File: config.mk
export PLATFORM = sky130hd
export DESIGN_NAME = gen12_lane_scrambler
export DESIGN_NICKNAME = d
export VERILOG_FILES = /design/src/rtl/gen12_lane_scrambler.sv
export SDC_FILE = /design/constraint.sdc
export NUM_CORES = 1
export LEC_CHECK = 0
export ABC_CLOCK_PERIOD_IN_PS = 8800
export CORE_MARGIN = 2
export CORE_UTILIZATION = 40
export CTS_BUF_LIST = sky130_fd_sc_hd__clkbuf_16
export DETAILED_ROUTE_END_ITERATION = 16
export PLACE_DENSITY = 0.64
export SYNTH_ARGS = -nofsm -noshare
export SYNTH_HDL_FRONTEND = slang
export SYNTH_SLANG_ARGS = --single-unit
File: constraint.sdc
create_clock -name clk_i -period 8.8 [get_ports clk_i]
set_input_delay 1.32 -clock clk_i [delete_from_list [all_inputs] [get_ports clk_i]]
set_output_delay 1.32 -clock clk_i [all_outputs]
set_load 0.01 [all_outputs]
File: src/rtl/gen12_lane_scrambler.sv
// Gen1/Gen2 PCIe per-lane scrambler with integrated Galois LFSR and one registered valid/ready output stage.
// Optional COM counter output com_cnt_o enabled by defining GEN12_SCR_COM_CNT_EN.
module gen12_lane_scrambler #(
  parameter int          BYTES = 4,
  parameter logic [15:0] SEED  = 16'hFFFF
) (
  input  logic               clk_i,
  input  logic               rst_i,
  input  logic [8*BYTES-1:0] data_i,
  input  logic [BYTES-1:0]   datak_i,
  input  logic [BYTES-1:0]   ts_i,
  input  logic               scramble_en_i,
  input  logic               valid_i,
  output logic               ready_o,
  output logic [8*BYTES-1:0] data_o,
  output logic [BYTES-1:0]   datak_o,
  output logic               valid_o,
  input  logic               ready_i,
`ifdef GEN12_SCR_COM_CNT_EN
  output logic [15:0]        com_cnt_o,
`endif
  output logic [15:0]        lfsr_o
);

  localparam logic [7:0] COM_SYM = 8'hBC;
  localparam logic [7:0] SKP_SYM = 8'h1C;

  logic [8*BYTES-1:0] r_data;
  logic [BYTES-1:0]   r_datak;
  logic               r_valid;
  logic [15:0]        r_lfsr;

  logic               w_accept;
  logic [8*BYTES-1:0] w_data;
  logic [15:0]        w_lfsrNext;
  logic [3:0]         w_comCount;

  // Eight Galois steps: returns {scramble byte, next state}; first out bit lands in key bit 0.
  function automatic logic [23:0] advance8(input logic [15:0] state);
    logic [15:0] v;
    logic [7:0]  k;
    v = state;
    k = '0;
    for (int b = 0; b < 8; b++) begin
      k[b] = v[15];
      v    = {v[14:0], 1'b0} ^ (v[15] ? 16'h0039 : 16'h0000);
    end
    return {k, v};
  endfunction

  assign ready_o  = ~r_valid | ready_i;
  assign w_accept = valid_i & ready_o;

  // Symbols are walked in time order so the LFSR chains through the whole beat.
  always_comb begin : scrambleBeat
    logic [15:0] s;
    logic [23:0] adv;
    logic [7:0]  sym;
    s          = r_lfsr;
    adv        = '0;
    sym        = '0;
    w_data     = '0;
    w_comCount = '0;
    for (int i = 0; i < BYTES; i++) begin
      sym = data_i[8*i +: 8];
      adv = advance8(s);
      if (datak_i[i] && sym == COM_SYM) begin
        w_data[8*i +: 8] = sym;
        s                = SEED;
        w_comCount       = w_comCount + 4'd1;
      end else if (datak_i[i] && sym == SKP_SYM) begin
        w_data[8*i +: 8] = sym;
      end else begin
        if (!datak_i[i] && !ts_i[i] && scramble_en_i)
          w_data[8*i +: 8] = sym ^ adv[23:16];
        else
          w_data[8*i +: 8] = sym;
        s = adv[15:0];
      end
    end
    w_lfsrNext = s;
  end

  always_ff @(posedge clk_i or posedge rst_i) begin
    if (rst_i) begin
      r_data  <= '0;
      r_datak <= '0;
      r_valid <= 1'b0;
      r_lfsr  <= SEED;
    end else if (w_accept) begin
      r_data  <= w_data;
      r_datak <= datak_i;
      r_valid <= 1'b1;
      r_lfsr  <= w_lfsrNext;
    end else if (ready_i) begin
      r_valid <= 1'b0;
    end
  end

`ifdef GEN12_SCR_COM_CNT_EN
  logic [15:0] r_comCnt;
  logic [16:0] w_comSum;

  assign w_comSum = {1'b0, r_comCnt} + {13'd0, w_comCount};

  // Saturating count of COM symbols across accepted beats.
  always_ff @(posedge clk_i or posedge rst_i) begin
    if (rst_i)
      r_comCnt <= '0;
    else if (w_accept)
      r_comCnt <= w_comSum[16] ? 16'hFFFF : w_comSum[15:0];
  end

  assign com_cnt_o = r_comCnt;
`endif

  assign data_o  = r_data;
  assign datak_o = r_datak;
  assign valid_o = r_valid;
  assign lfsr_o  = r_lfsr;

endmodule

Word-level counts from Yosys, hierarchy flattened

Cells that the tools add are included.

Equality and inequality tests: 8
Mux-type cells: 54
Bitwise gates (word level): 39
Reduce and logical (&&, ||, !) cells: 25

Operators with widths:

| cell                                          | number |
|---|---|
| bitwise XOR 16 x 6 -> 16 bit                  | 32 |
| two-way mux 6 bit                             | 32 |
| two-way mux 16 bit                            | 8 |
| two-way mux 8 bit                             | 12 |
| == test 8 x 5 -> 1 bit, second input constant | 4 |
| == test 8 bit, second input constant          | 4 |
| bitwise XOR 8 bit                             | 4 |
| logical AND 1 bit                             | 16 |
| zero test 1 bit                               | 8 |
| two-way mux 1 bit                             | 2 |
| nonzero test 2 bit                            | 1 |
| AND 1 bit                                     | 1 |
| NOT 1 bit                                     | 1 |
| bitwise OR 1 bit                              | 1 |

Bits in registers: 53
Input port bits: 45
Output and inout bits: 54
Word-level logic and storage cells: 130

Depth between registers and ports, before layout

Gate-level depths: netlist of run 1.

Depth after elaboration: 72
Mapped depth: 14
Depth with buffers taken out: 11

Worst setup path before layout of run 1

No wires, ideal clock.

Path kind: input to register
Start point: input port data_i[5]
End point: register r_lfsr[5], in the netlist lfsr_o[5]
Setup time: 0.088 ns
Arrival: 4.335 ns
Required time: 8.712 ns
Slack: 4.377 ns
Cell stages on the path: 12
Path buffers: 2
Cells stage by stage: buf_4 or2_4 or3_1 buf_6 mux2_4 o32ai_4 xnor2_2 xnor3_1 a211oi_4 xor2_1 xnor2_1 a221oi_2

Longest elaborated chain between the ends: 37
Elaborated cells between the ends (all ways): 56
Those cells by class: 2 x eq/ne; 28 x mux; 24 x bitwise; 2 x reduce/logical

Ends and longest elaborated chain:

| item                                                                     | RTL line | RTL |
|---|---|---|
| start, declared                                                          | 9        | `input logic [8*BYTES-1:0] data_i,` |
| == test 8 x 5 -> 1 bit                                                   | 71       | `end else if (datak_i[i] && sym == SKP_SYM) begin` |
| logical AND 1 bit                                                        | 71       |  |
| two-way mux 16 bit                                                       | 71       |  |
| two-way mux 16 bit (*)                                                   | 67       | `if (datak_i[i] && sym == COM_SYM) begin` |
| two-way mux 6 bit / bitwise XOR 16 x 6 -> 16 bit (equally long branches) | 46       | `v = {v[14:0], 1'b0} ^ (v[15] ? 16'h0039 : 16'h0000);` |
| bitwise XOR 16 x 6 -> 16 bit / two-way mux 6 bit (equally long branches) | 46       |  |
| bitwise XOR 16 x 6 -> 16 bit (7 in a row)                                | 46       |  |
| two-way mux 16 bit (*)                                                   | 71       |  |
| (+10 left out)                                                           | -        |  |
| two-way mux 16 bit (*)                                                   | 71       |  |
| two-way mux 16 bit (*)                                                   | 67       |  |
| bitwise XOR 16 x 6 -> 16 bit (6 in a row)                                | 46       |  |
| two-way mux 6 bit / bitwise XOR 16 x 6 -> 16 bit (equally long branches) | 46       |  |
| bitwise XOR 16 x 6 -> 16 bit / two-way mux 6 bit (equally long branches) | 46       |  |
| bitwise XOR 16 x 6 -> 16 bit                                             | 46       |  |
| two-way mux 16 bit (*)                                                   | 71       |  |
| two-way mux 16 bit (*)                                                   | 67       |  |
| end signal, assigned                                                     | 94       | `r_lfsr <= w_lfsrNext;` |
| end, declared                                                            | 31       | `logic [15:0] r_lfsr;` |

Mark *: on every way between the ends. The rest lies on a longest branch, timed or not.
A chain may end at the register's enable or synchronous reset.

Final worst setup path of run 1

Start point: input port data_i[7]
End point: register r_lfsr[5], in the netlist lfsr_o[5]

Same word-level chain as after synthesis.

==> results of run 1 <==
## state kept, by name, indices dropped and copies added, names as in the netlist
register and cells:
data_o 32, lfsr_o 16, datak_o 4, valid_o 1
## worst max-delay path by stage
stage                      to  cells after the start  slack, ns
finish              lfsr_o[5]                     11       3.76
global route        lfsr_o[6]                     11       3.54
CTS                 lfsr_o[5]                     11       3.79
detailed placement  lfsr_o[5]                     11       3.49
global placement    lfsr_o[5]                     11       3.54
floorplan           lfsr_o[5]                     12       4.38
## routing by layer
layer / track usage, % / up-vias / share of wire (%)
met5: 0 / - / 0
met4: 6.750 / 0 / 2.2
met3: 3.348 / 23 / 5.2
met2: 34.72 / 148 / 47
met1: 28.73 / 1895 / 45
li1: - / 1959 / -
## cells in the final DEF, fill, tap and decap left out, types with 3 or more instances in the layout
| cell type | synthesis | final |
|---|---|---|
| sky130_fd_sc_hd__a211oi_1 | 3 | 3 |
| sky130_fd_sc_hd__a211oi_4 | 4 | 4 |
| sky130_fd_sc_hd__a21oi_1 | 23 | 23 |
| sky130_fd_sc_hd__a221oi_1 | 5 | 5 |
| sky130_fd_sc_hd__a31oi_1 | 3 | 3 |
| sky130_fd_sc_hd__and2_1 | 8 | 8 |
| sky130_fd_sc_hd__and3_1 | 4 | 4 |
| sky130_fd_sc_hd__clkbuf_16 | 0 | 5 |
| sky130_fd_sc_hd__clkdlybuf4s50_1 | 0 | 98 |
| sky130_fd_sc_hd__dfrtp_1 | 37 | 37 |
| sky130_fd_sc_hd__dfstp_2 | 16 | 16 |
| sky130_fd_sc_hd__inv_1 | 5 | 4 |
| sky130_fd_sc_hd__mux2i_1 | 9 | 9 |
| sky130_fd_sc_hd__nand2_1 | 81 | 80 |
| sky130_fd_sc_hd__nand2b_1 | 3 | 3 |
| sky130_fd_sc_hd__nand3_1 | 5 | 5 |
| sky130_fd_sc_hd__nand4b_1 | 4 | 4 |
| sky130_fd_sc_hd__nor2_1 | 49 | 49 |
| sky130_fd_sc_hd__nor3_1 | 3 | 3 |
| sky130_fd_sc_hd__nor3b_1 | 3 | 3 |
| sky130_fd_sc_hd__o21ai_0 | 44 | 44 |
| sky130_fd_sc_hd__o22a_1 | 4 | 4 |
| sky130_fd_sc_hd__o22ai_1 | 8 | 8 |
| sky130_fd_sc_hd__o32ai_1 | 3 | 3 |
| sky130_fd_sc_hd__o32ai_2 | 3 | 3 |
| sky130_fd_sc_hd__or3_1 | 5 | 5 |
| sky130_fd_sc_hd__xnor2_1 | 60 | 60 |
| sky130_fd_sc_hd__xnor3_1 | 4 | 4 |
| sky130_fd_sc_hd__xor2_1 | 41 | 41 |
## cell type report
type | count | area share, %
Multi-Input combinational cell | 432 | 52.87
Sequential cell | 53 | 23.59
Timing Repair Buffer | 100 | 17.45
Tap cell | 140 | 3.069
Clock buffer | 5 | 2.192
Clock inverter | 3 | 0.5042
Inverter | 5 | 0.3288
## through the flow
stage	worst slack, ns	std cells
after CTS	3.788	738
final	3.760	738
after global routing	3.537	738
after global placement	3.541	730
after floorplan	4.377	524
after detailed placement	3.488	730
## cell families (layout without fill, tap and decap cells)
family / count (synthesis) / after routing
xor+xnor: 110 / 110
mux: 12 / 12
buf+inv: 39 / 113
flops: 53 / 53
simple gates: 184 / 184
compound gates: 126 / 126
## critical path: cells and delay by family
family | cells | cell delay [ns]
buffers and inverters | 1 | 0.60
xor gates and xnor gates | 4 | 0.89
AOI/OAI and AO/OA | 3 | 1.05
muxes | 1 | 0.39
and+or+nand+nor | 2 | 1.00
==> flow_summary.json, run 1 <==
{
  "cts_inserted_buffers": 5,
  "post-cts-setup-buffers": 0,
  "r2r_slack_ns": 5.00,
  "initialDrtViolationCount": 215,
  "grt_first_pass_wirelength_um": 21060,
  "stage_delay_of_the_slowest_cell_on_the_critical_path_ns": 0.60,
  "compound_gate_fraction_of_synth_area_pct": 20.73,
  "grt.overflow.total": 0,
  "fin_setup_tns_ns": 0,
  "drc_errors": 0,
  "cts_root_buf": "sky130_fd_sc_hd__clkbuf_16",
  "netlist.top_cell.by_area": "sky130_fd_sc_hd__dfrtp_1",
  "async_set_or_reset_flop_fraction_in_the_synthesized_netlist_pct": 100.0,
  "synth_seq_cells": 53,
  "main_combinational_cell_family_by_area_after_synthesis": "XOR/XNOR gates",
  "storage_element_area_um2": 1346,
  "die_height_um": 110.4,
  "worst_pin_slew_ns": 1.028,
  "worstPathMaxFanout": 13,
  "multi_input_combinational_cell_area_um2": 3018,
  "required_ns": 9.02,
  "core_um2": 10940,
  "cts_repair_resize_count": 0,
  "fp.dieW_um": 110.4,
  "num_rows": 38,
  "timing.reg2reg.worst_path_depth": 11,
  "clock_latency_ns": 0.30,
  "synth_xor_area_share_pct": 23.47,
  "timing_worst_setup_path_type": "input pin to register",
  "clkSlewWorstSetupHoldPaths_ns": 0.08,
  "timing.hold.worst_path_depth": 2,
  "synthMostInstantiatedCell": "sky130_fd_sc_hd__nand2_1",
  "grt_max_degree": 67,
  "final_cell_area_um2": 5708,
  "wire_per_inst_um": 17.76,
  "placed_cell_area_um2": 5554,
  "finalHoldViolCount": 0,
  "worstSetupStartpoint": "data_i[7]",
  "worst_hold_slack_after_final_layout_ns": 0.4786,
  "antenna_left": 0,
  "post-route-util_pct": 52.20,
  "synth.top_cell.area_share_pct": 20.43,
  "boundary_pins": 99,
  "critical_path_cell_sequence": "clkdlybuf4s50_1 > or2_4 > or3_1 > mux2_4 > o32ai_4 > xnor2_2 > xnor3_1 > a211oi_4 > xor2_1 > xnor2_1 > a221oi_2",
  "detailed_place_hpwl_um": 10020,
  "netlist_instances": 524,
  "grt_usage_pct": 21.20,
  "via_count": 4025,
  "slowest_cell_on_the_critical_path": "sky130_fd_sc_hd__clkdlybuf4s50_1",
  "cap_viol_max_count": 0,
  "io_buffers": 98,
  "worst_min_delay_path_category": "register to register",
  "drv_slew": 0,
  "worst_slew_margin_rel_pct": 31.20,
  "finalSetupViolCount": 0,
  "start_kind": "input pin",
  "cts-hold-fix-buffers": 0,
  "detail_route.wirelength_um": 13110,
  "vias_per_cell": 5.454,
  "final_net_count": 642,
  "fin_worst_skew_ns": 0.008948,
  "run_status": "completed",
  "synth-edff-count": 0,
  "fillers": 1086,
  "worstPathArrival_ns": 5.26,
  "synthFlopType": "sky130_fd_sc_hd__dfrtp_1",
  "post_synthesis_cell_area_um2": 4532,
  "ys_seq_area_share_pct": 29.71,
  "yosys_warnings": 0,
  "clock_sinks": 53,
  "design.die.area_um2": 12200,
  "hold_path_end": "data_o[8]",
  "drive_above_1_share_pct": 10.20,
  "synthesis.area_per_instance_um2": 8.649,
  "timing.final.crit_period_ns": 5.040,
  "r2r_start": "lfsr_o[14]",
  "yosys-top-cells-area": "sky130_fd_sc_hd__dfrtp_1, sky130_fd_sc_hd__xnor2_1, sky130_fd_sc_hd__dfstp_2",
  "synth_simple_gate_area_share_pct": 19.44,
  "critPathCaptureType": "register",
  "initial_utilization_pct": 41.44,
  "routability_congestion": 0.8841,
  "synthAdderAreaFrac_pct": 0,
  "mappedNetlistNets": 569,
  "layout-area-overhead-vs-synth_pct": 25.95,
  "maximum_clock_path_buffer_count": 2,
  "cts.htree.levels": 2,
  "dr.pass1.iters": 4,
  "post-route-period-util_pct": 57.27,
  "critical_path.reg2reg.endpoint": "lfsr_o[9]",
  "grt_setup_unrepaired": "no",
  "grt_pass1_vias": 3985,
  "min_from": "data_o[8]",
  "timing.fmax_ghz": 0.1984,
  "post_synth_most_frequent_cells": "sky130_fd_sc_hd__nand2_1, sky130_fd_sc_hd__xnor2_1, sky130_fd_sc_hd__nor2_1",
  "synthMuxAreaShare_pct": 2.899,
  "n_antenna_cell": 0,
  "initial_antenna_violation_count": 0,
  "tritoncts": "done",
  "synth_cell_type_count": 72
}
Power of run 1 is not shown: default switching activity piles up to over one toggle a cycle in this logic, so the estimate is an artifact.
==> inputs of run 2 (changes only) <==
--- a/config.mk
+++ b/config.mk
@@ -5,7 +5,7 @@
 export SDC_FILE = /design/constraint.sdc
 export NUM_CORES = 1
 export LEC_CHECK = 0
-export ABC_CLOCK_PERIOD_IN_PS = 8800
+export ABC_CLOCK_PERIOD_IN_PS = 4800
 export CORE_MARGIN = 2
 export CORE_UTILIZATION = 40
 export CTS_BUF_LIST = sky130_fd_sc_hd__clkbuf_16
==> constraint.sdc (replaced) <==
create_clock -name clk_i -period 4.8 [get_ports clk_i]
set_input_delay 0.72 -clock clk_i [delete_from_list [all_inputs] [get_ports clk_i]]
set_output_delay 0.72 -clock clk_i [all_outputs]
set_load 0.01 [all_outputs]
==> flow_summary.json, run 2 (synthesis gave the netlist of run 1 again) <==
{
  "crit_family": "XOR/XNOR gates",
  "boundary_pins": 99,
  "multi_input_combinational_cell_area_um2": 3018,
  "start_kind": "input pin",
  "final_net_count": 656,
  "n_antenna_cell": 0,
  "worst_slew_margin_rel_pct": 31.29,
  "dr.pass1.iters": 5,
  "fin_worst_skew_ns": 0.009183,
  "design.die.area_um2": 12200,
  "routability_congestion": 0.8738,
  "drc_errors": 0,
  "required_ns": 5.00,
  "maximum_clock_path_buffer_count": 2,
  "post-cts-setup-buffers": 0,
  "stage_delay_of_the_slowest_cell_on_the_critical_path_ns": 0.53,
  "timing.final.crit_period_ns": 4.279,
  "fin_setup_tns_ns": 0,
  "cts_repair_resize_count": 0,
  "antenna_left": 0,
  "detail_route.wirelength_um": 13420,
  "clkSlewWorstSetupHoldPaths_ns": 0.07,
  "grt.overflow.total": 0,
  "cts-hold-fix-buffers": 0,
  "io_buffers": 98,
  "vias_per_cell": 5.427,
  "drive_above_1_share_pct": 12.09,
  "post-route-period-util_pct": 89.14,
  "grt_pass1_vias": 4147,
  "critPathBufInv": 1,
  "worstPathArrival_ns": 4.48,
  "initial_utilization_pct": 41.44,
  "grt_usage_pct": 22.10,
  "largest_register_ffs": 32,
  "grt_first_pass_wirelength_um": 21920,
  "grt_setup_unrepaired": "no",
  "grt_max_degree": 67,
  "wire_per_inst_um": 17.84,
  "clock_sinks": 53,
  "drv_slew": 0,
  "core_um2": 10940,
  "worstPathMaxFanout": 7,
  "via_count": 4081,
  "mostFrequentLayoutCells": "sky130_fd_sc_hd__clkdlybuf4s50_1, sky130_fd_sc_hd__nand2_1, sky130_fd_sc_hd__xnor2_1, sky130_fd_sc_hd__nor2_1, sky130_fd_sc_hd__o21ai_0",
  "initialDrtViolationCount": 241,
  "detailed_place_hpwl_um": 10240,
  "timing_worst_setup_path_type": "input pin to register",
  "timing.fmax_ghz": 0.2337,
  "run_status": "completed",
  "cts_inserted_buffers": 5,
  "slowest_cell_on_the_critical_path": "sky130_fd_sc_hd__clkdlybuf4s50_1",
  "initial_antenna_violation_count": 0,
  "fp.dieW_um": 110.4,
  "layout.cells.most_common": "sky130_fd_sc_hd__clkdlybuf4s50_1",
  "worst_min_delay_path_category": "register to register",
  "worst_pin_slew_ns": 1.027,
  "storage_element_area_um2": 1346,
  "critical_path_cell_sequence": "clkdlybuf4s50_1 > and4b_1 > nand2_2 > o32ai_2 > xor2_1 > xor3_1 > and2_1 > o31a_1 > xnor2_1 > xor2_1 > xnor2_1 > a221oi_1",
  "finalSetupViolCount": 0,
  "num_rows": 38,
  "cts.htree.levels": 2,
  "cts_root_buf": "sky130_fd_sc_hd__clkbuf_16",
  "critPathCaptureType": "register",
  "cap_viol_max_count": 0,
  "fillers": 1091,
  "clock_latency_ns": 0.29,
  "layout-area-overhead-vs-synth_pct": 27.94,
  "die_height_um": 110.4,
  "finalHoldViolCount": 0,
  "tritoncts": "done"
}
[run 2: cell count changes in the layout (fill, tap and decap cells not counted)]
cell | before | now
sky130_fd_sc_hd__buf_4 | 2 | 16
sky130_fd_sc_hd__clkinv_2 | 0 | 2
sky130_fd_sc_hd__clkinv_4 | 1 | 0
sky130_fd_sc_hd__inv_1 | 4 | 5
sky130_fd_sc_hd__inv_6 | 1 | 0
sky130_fd_sc_hd__inv_8 | 1 | 0
[run 2: tightest hold or removal path, stage by stage, from the launching register on]
cell                      delay, ns
sky130_fd_sc_hd__dfrtp_1       0.34
sky130_fd_sc_hd__nand2_1       0.04
sky130_fd_sc_hd__o21ai_0       0.06
[run 2: stage by stage]
stage          area [um^2]  utilization (%)  hold slack (ns)  instances  setup slack, ns
2_1_floorplan         4532                -           0.5139        524           0.9769
3_3_place_gp          5659            51.75           0.4612        744           0.3446
3_5_place_dp          5659            51.75           0.4672        744           0.2592
4_1_cts               5798            53.02           0.4837        752           0.5379
5_1_grt               5798            53.02           0.4981        752           0.3469
6_report              5798            53.02           0.4783        752           0.5212
[run 2: worst paths after layout]
path,slack (ns),cells after the start,to,start
max,0.52,12,lfsr_o[9],data_i[2]
min,0.48,2,data_o[13],data_o[13]
max reg2reg,1.21,11,lfsr_o[5],lfsr_o[14]
min reg2reg,0.48,2,data_o[13],data_o[13]
max in group asynchronous,3.41,3,data_o[31],rst_i
min in group asynchronous,0.93,3,data_o[1],rst_i
[run 2: layer usage]
layer	share of wire, %	up-vias	global-route usage, %
met5	0	-	0
met4	2.2	0	6.583
met3	5.2	18	3.238
met2	48	154	37.38
met1	45	1926	29.32
li1	-	1983	-
[run 2: final cells by class]
class | instances | share of cell area (%)
clock buffer | 5 | 2.158
clock inverter | 3 | 0.2374
inverter | 5 | 0.3237
multi-input combinational | 432 | 52.05
sequential | 53 | 23.22
tap | 140 | 3.021
timing repair buffer | 114 | 18.99
Power of run 2 is left out for the same reason.
==> inputs of run 3 (changes only) <==
--- a/config.mk
+++ b/config.mk
@@ -6,11 +6,13 @@
 export NUM_CORES = 1
 export LEC_CHECK = 0
 export ABC_CLOCK_PERIOD_IN_PS = 4800
+export CELL_PAD_IN_SITES_DETAIL_PLACEMENT = 2
+export CELL_PAD_IN_SITES_GLOBAL_PLACEMENT = 2
 export CORE_MARGIN = 2
-export CORE_UTILIZATION = 40
+export CORE_UTILIZATION = 31
 export CTS_BUF_LIST = sky130_fd_sc_hd__clkbuf_16
 export DETAILED_ROUTE_END_ITERATION = 16
-export PLACE_DENSITY = 0.64
+export PLACE_DENSITY = 0.8
 export SYNTH_ARGS = -nofsm -noshare
 export SYNTH_HDL_FRONTEND = slang
 export SYNTH_SLANG_ARGS = --single-unit
==> flow_summary.json, run 3 (synthesis gave the netlist of run 1 again) <==
{
  "run_status": "completed",
  "cap_viol_max_count": 0,
  "maximum_clock_path_buffer_count": 2,
  "clock_sinks": 53,
  "cts_repair_resize_count": 0,
  "tritoncts": "done",
  "layout.cells.most_common": "sky130_fd_sc_hd__clkdlybuf4s50_1",
  "start_kind": "input pin",
  "worstPathMaxFanout": 7,
  "die_height_um": 124.9,
  "worstPathArrival_ns": 4.55,
  "cts_root_buf": "sky130_fd_sc_hd__clkbuf_16",
  "worst_slew_margin_rel_pct": 26.98,
  "layout-area-overhead-vs-synth_pct": 30.43,
  "fin_worst_skew_ns": 0.01806,
  "grt_max_degree": 67,
  "grt.overflow.total": 0,
  "worst_pin_slew_ns": 1.091,
  "worst_hold_slack_after_final_layout_ns": 0.4794,
  "largest_register_ffs": 32,
  "grt_pass1_vias": 4842,
  "grt_first_pass_wirelength_um": 28380,
  "drive_above_1_share_pct": 13.11,
  "n_antenna_cell": 0,
  "drv_slew": 0,
  "cts.htree.levels": 2,
  "finalSetupViolCount": 0,
  "fp.dieW_um": 124.9,
  "boundary_pins": 99,
  "grt_usage_pct": 23.31,
  "worst_min_delay_path_category": "register to register",
  "initial_utilization_pct": 31.42,
  "required_ns": 4.99,
  "finalHoldViolCount": 0,
  "cts-hold-fix-buffers": 0,
  "mostFrequentLayoutCells": "sky130_fd_sc_hd__clkdlybuf4s50_1, sky130_fd_sc_hd__nand2_1, sky130_fd_sc_hd__xnor2_1, sky130_fd_sc_hd__nor2_1, sky130_fd_sc_hd__o21ai_0",
  "final_net_count": 662,
  "initial_antenna_violation_count": 1,
  "design.die.area_um2": 15600,
  "cts_inserted_buffers": 5,
  "critPathCaptureType": "register",
  "clock_latency_ns": 0.32,
  "timing.fmax_ghz": 0.2292,
  "detailed_place_hpwl_um": 13640,
  "routability_congestion": 0.8738,
  "wire_per_inst_um": 22.13,
  "drc_errors": 0,
  "core_um2": 14420,
  "vias_per_cell": 5.405,
  "place.detailed.instances": 794,
  "via_count": 4335,
  "fin_setup_tns_ns": 0,
  "instances_no_fill": 802,
  "dr.pass1.iters": 5,
  "antenna_left": 0,
  "slowest_cell_on_the_critical_path": "sky130_fd_sc_hd__clkdlybuf4s50_1",
  "clkSlewWorstSetupHoldPaths_ns": 0.08,
  "grt_setup_unrepaired": "no",
  "stage_delay_of_the_slowest_cell_on_the_critical_path_ns": 0.54,
  "post-cts-setup-buffers": 0,
  "timing.final.crit_period_ns": 4.362,
  "io_buffers": 98,
  "num_rows": 44,
  "initialDrtViolationCount": 293,
  "detail_route.wirelength_um": 17750,
  "post-route-period-util_pct": 90.88,
  "timing_worst_setup_path_type": "input pin to register",
  "critical_path_cell_sequence": "clkdlybuf4s50_1 > nor3b_4 > nand2_2 > o32ai_2 > xor2_1 > xor3_1 > and2_1 > o31a_1 > xnor2_1 > xor2_1 > xnor2_1 > a221oi_1"
}
run 3: cell types whose count changed in the layout (fill, tap and decap cells not counted), sizes merged:
cell      before  now
buf           16   22
clkinv         2    0
clkinvlp       0    2
run 3: critical path, delay by kind of cell:
kind / cells / cell delay, ns
compound gates: 3 / 1.10
xor+xnor: 5 / 1.35
buf+inv: 1 / 0.54
simple gates: 3 / 0.84
run 3: area by class of cell:
class | count | area, um^2
inverter | 5 | 18.77
multi-input combinational | 432 | 3018
clock inverter | 3 | 26.28
clock buffer | 5 | 125.1
timing repair buffer | 120 | 1146
tap | 184 | 230.2
sequential | 53 | 1346
fill | 1596 | 8513
run 3: metal layers:
| metal | wire (um) | GRT usage (%) |
|---|---|---|
| met4 | 361 | 6.209 |
| met5 | 0 | 0 |
| met3 | 899 | 3.952 |
| met1 | 7502 | 29.54 |
| met2 | 8987 | 41.14 |
run 3: path summary, 6_finish.rpt:
kind                       startpoint          to  slack (ns)  cells after the start
hold / removal             datak_o[2]  datak_o[2]        0.48                      2
hold reg to reg            datak_o[2]  datak_o[2]        0.48                      2
setup reg to reg           lfsr_o[14]   lfsr_o[9]        1.07                     10
setup / recovery           datak_i[0]   lfsr_o[9]        0.44                     12
max in group asynchronous       rst_i   data_o[8]        3.37                      3
min in group asynchronous       rst_i  datak_o[3]        0.94                      3
run 3: metrics by stage:
stage / worst slack (ns) / utilization [%] / area, um^2
final: 0.4377 / 40.98 / 5911
after detailed placement: 0.1628 / 39.93 / 5759
after CTS: 0.4713 / 40.98 / 5911
after floorplan: 0.9769 / - / 4532
after global routing: 0.1370 / 40.98 / 5911
after global placement: 0.2915 / 39.93 / 5759
Power of run 3 is left out for the same reason.
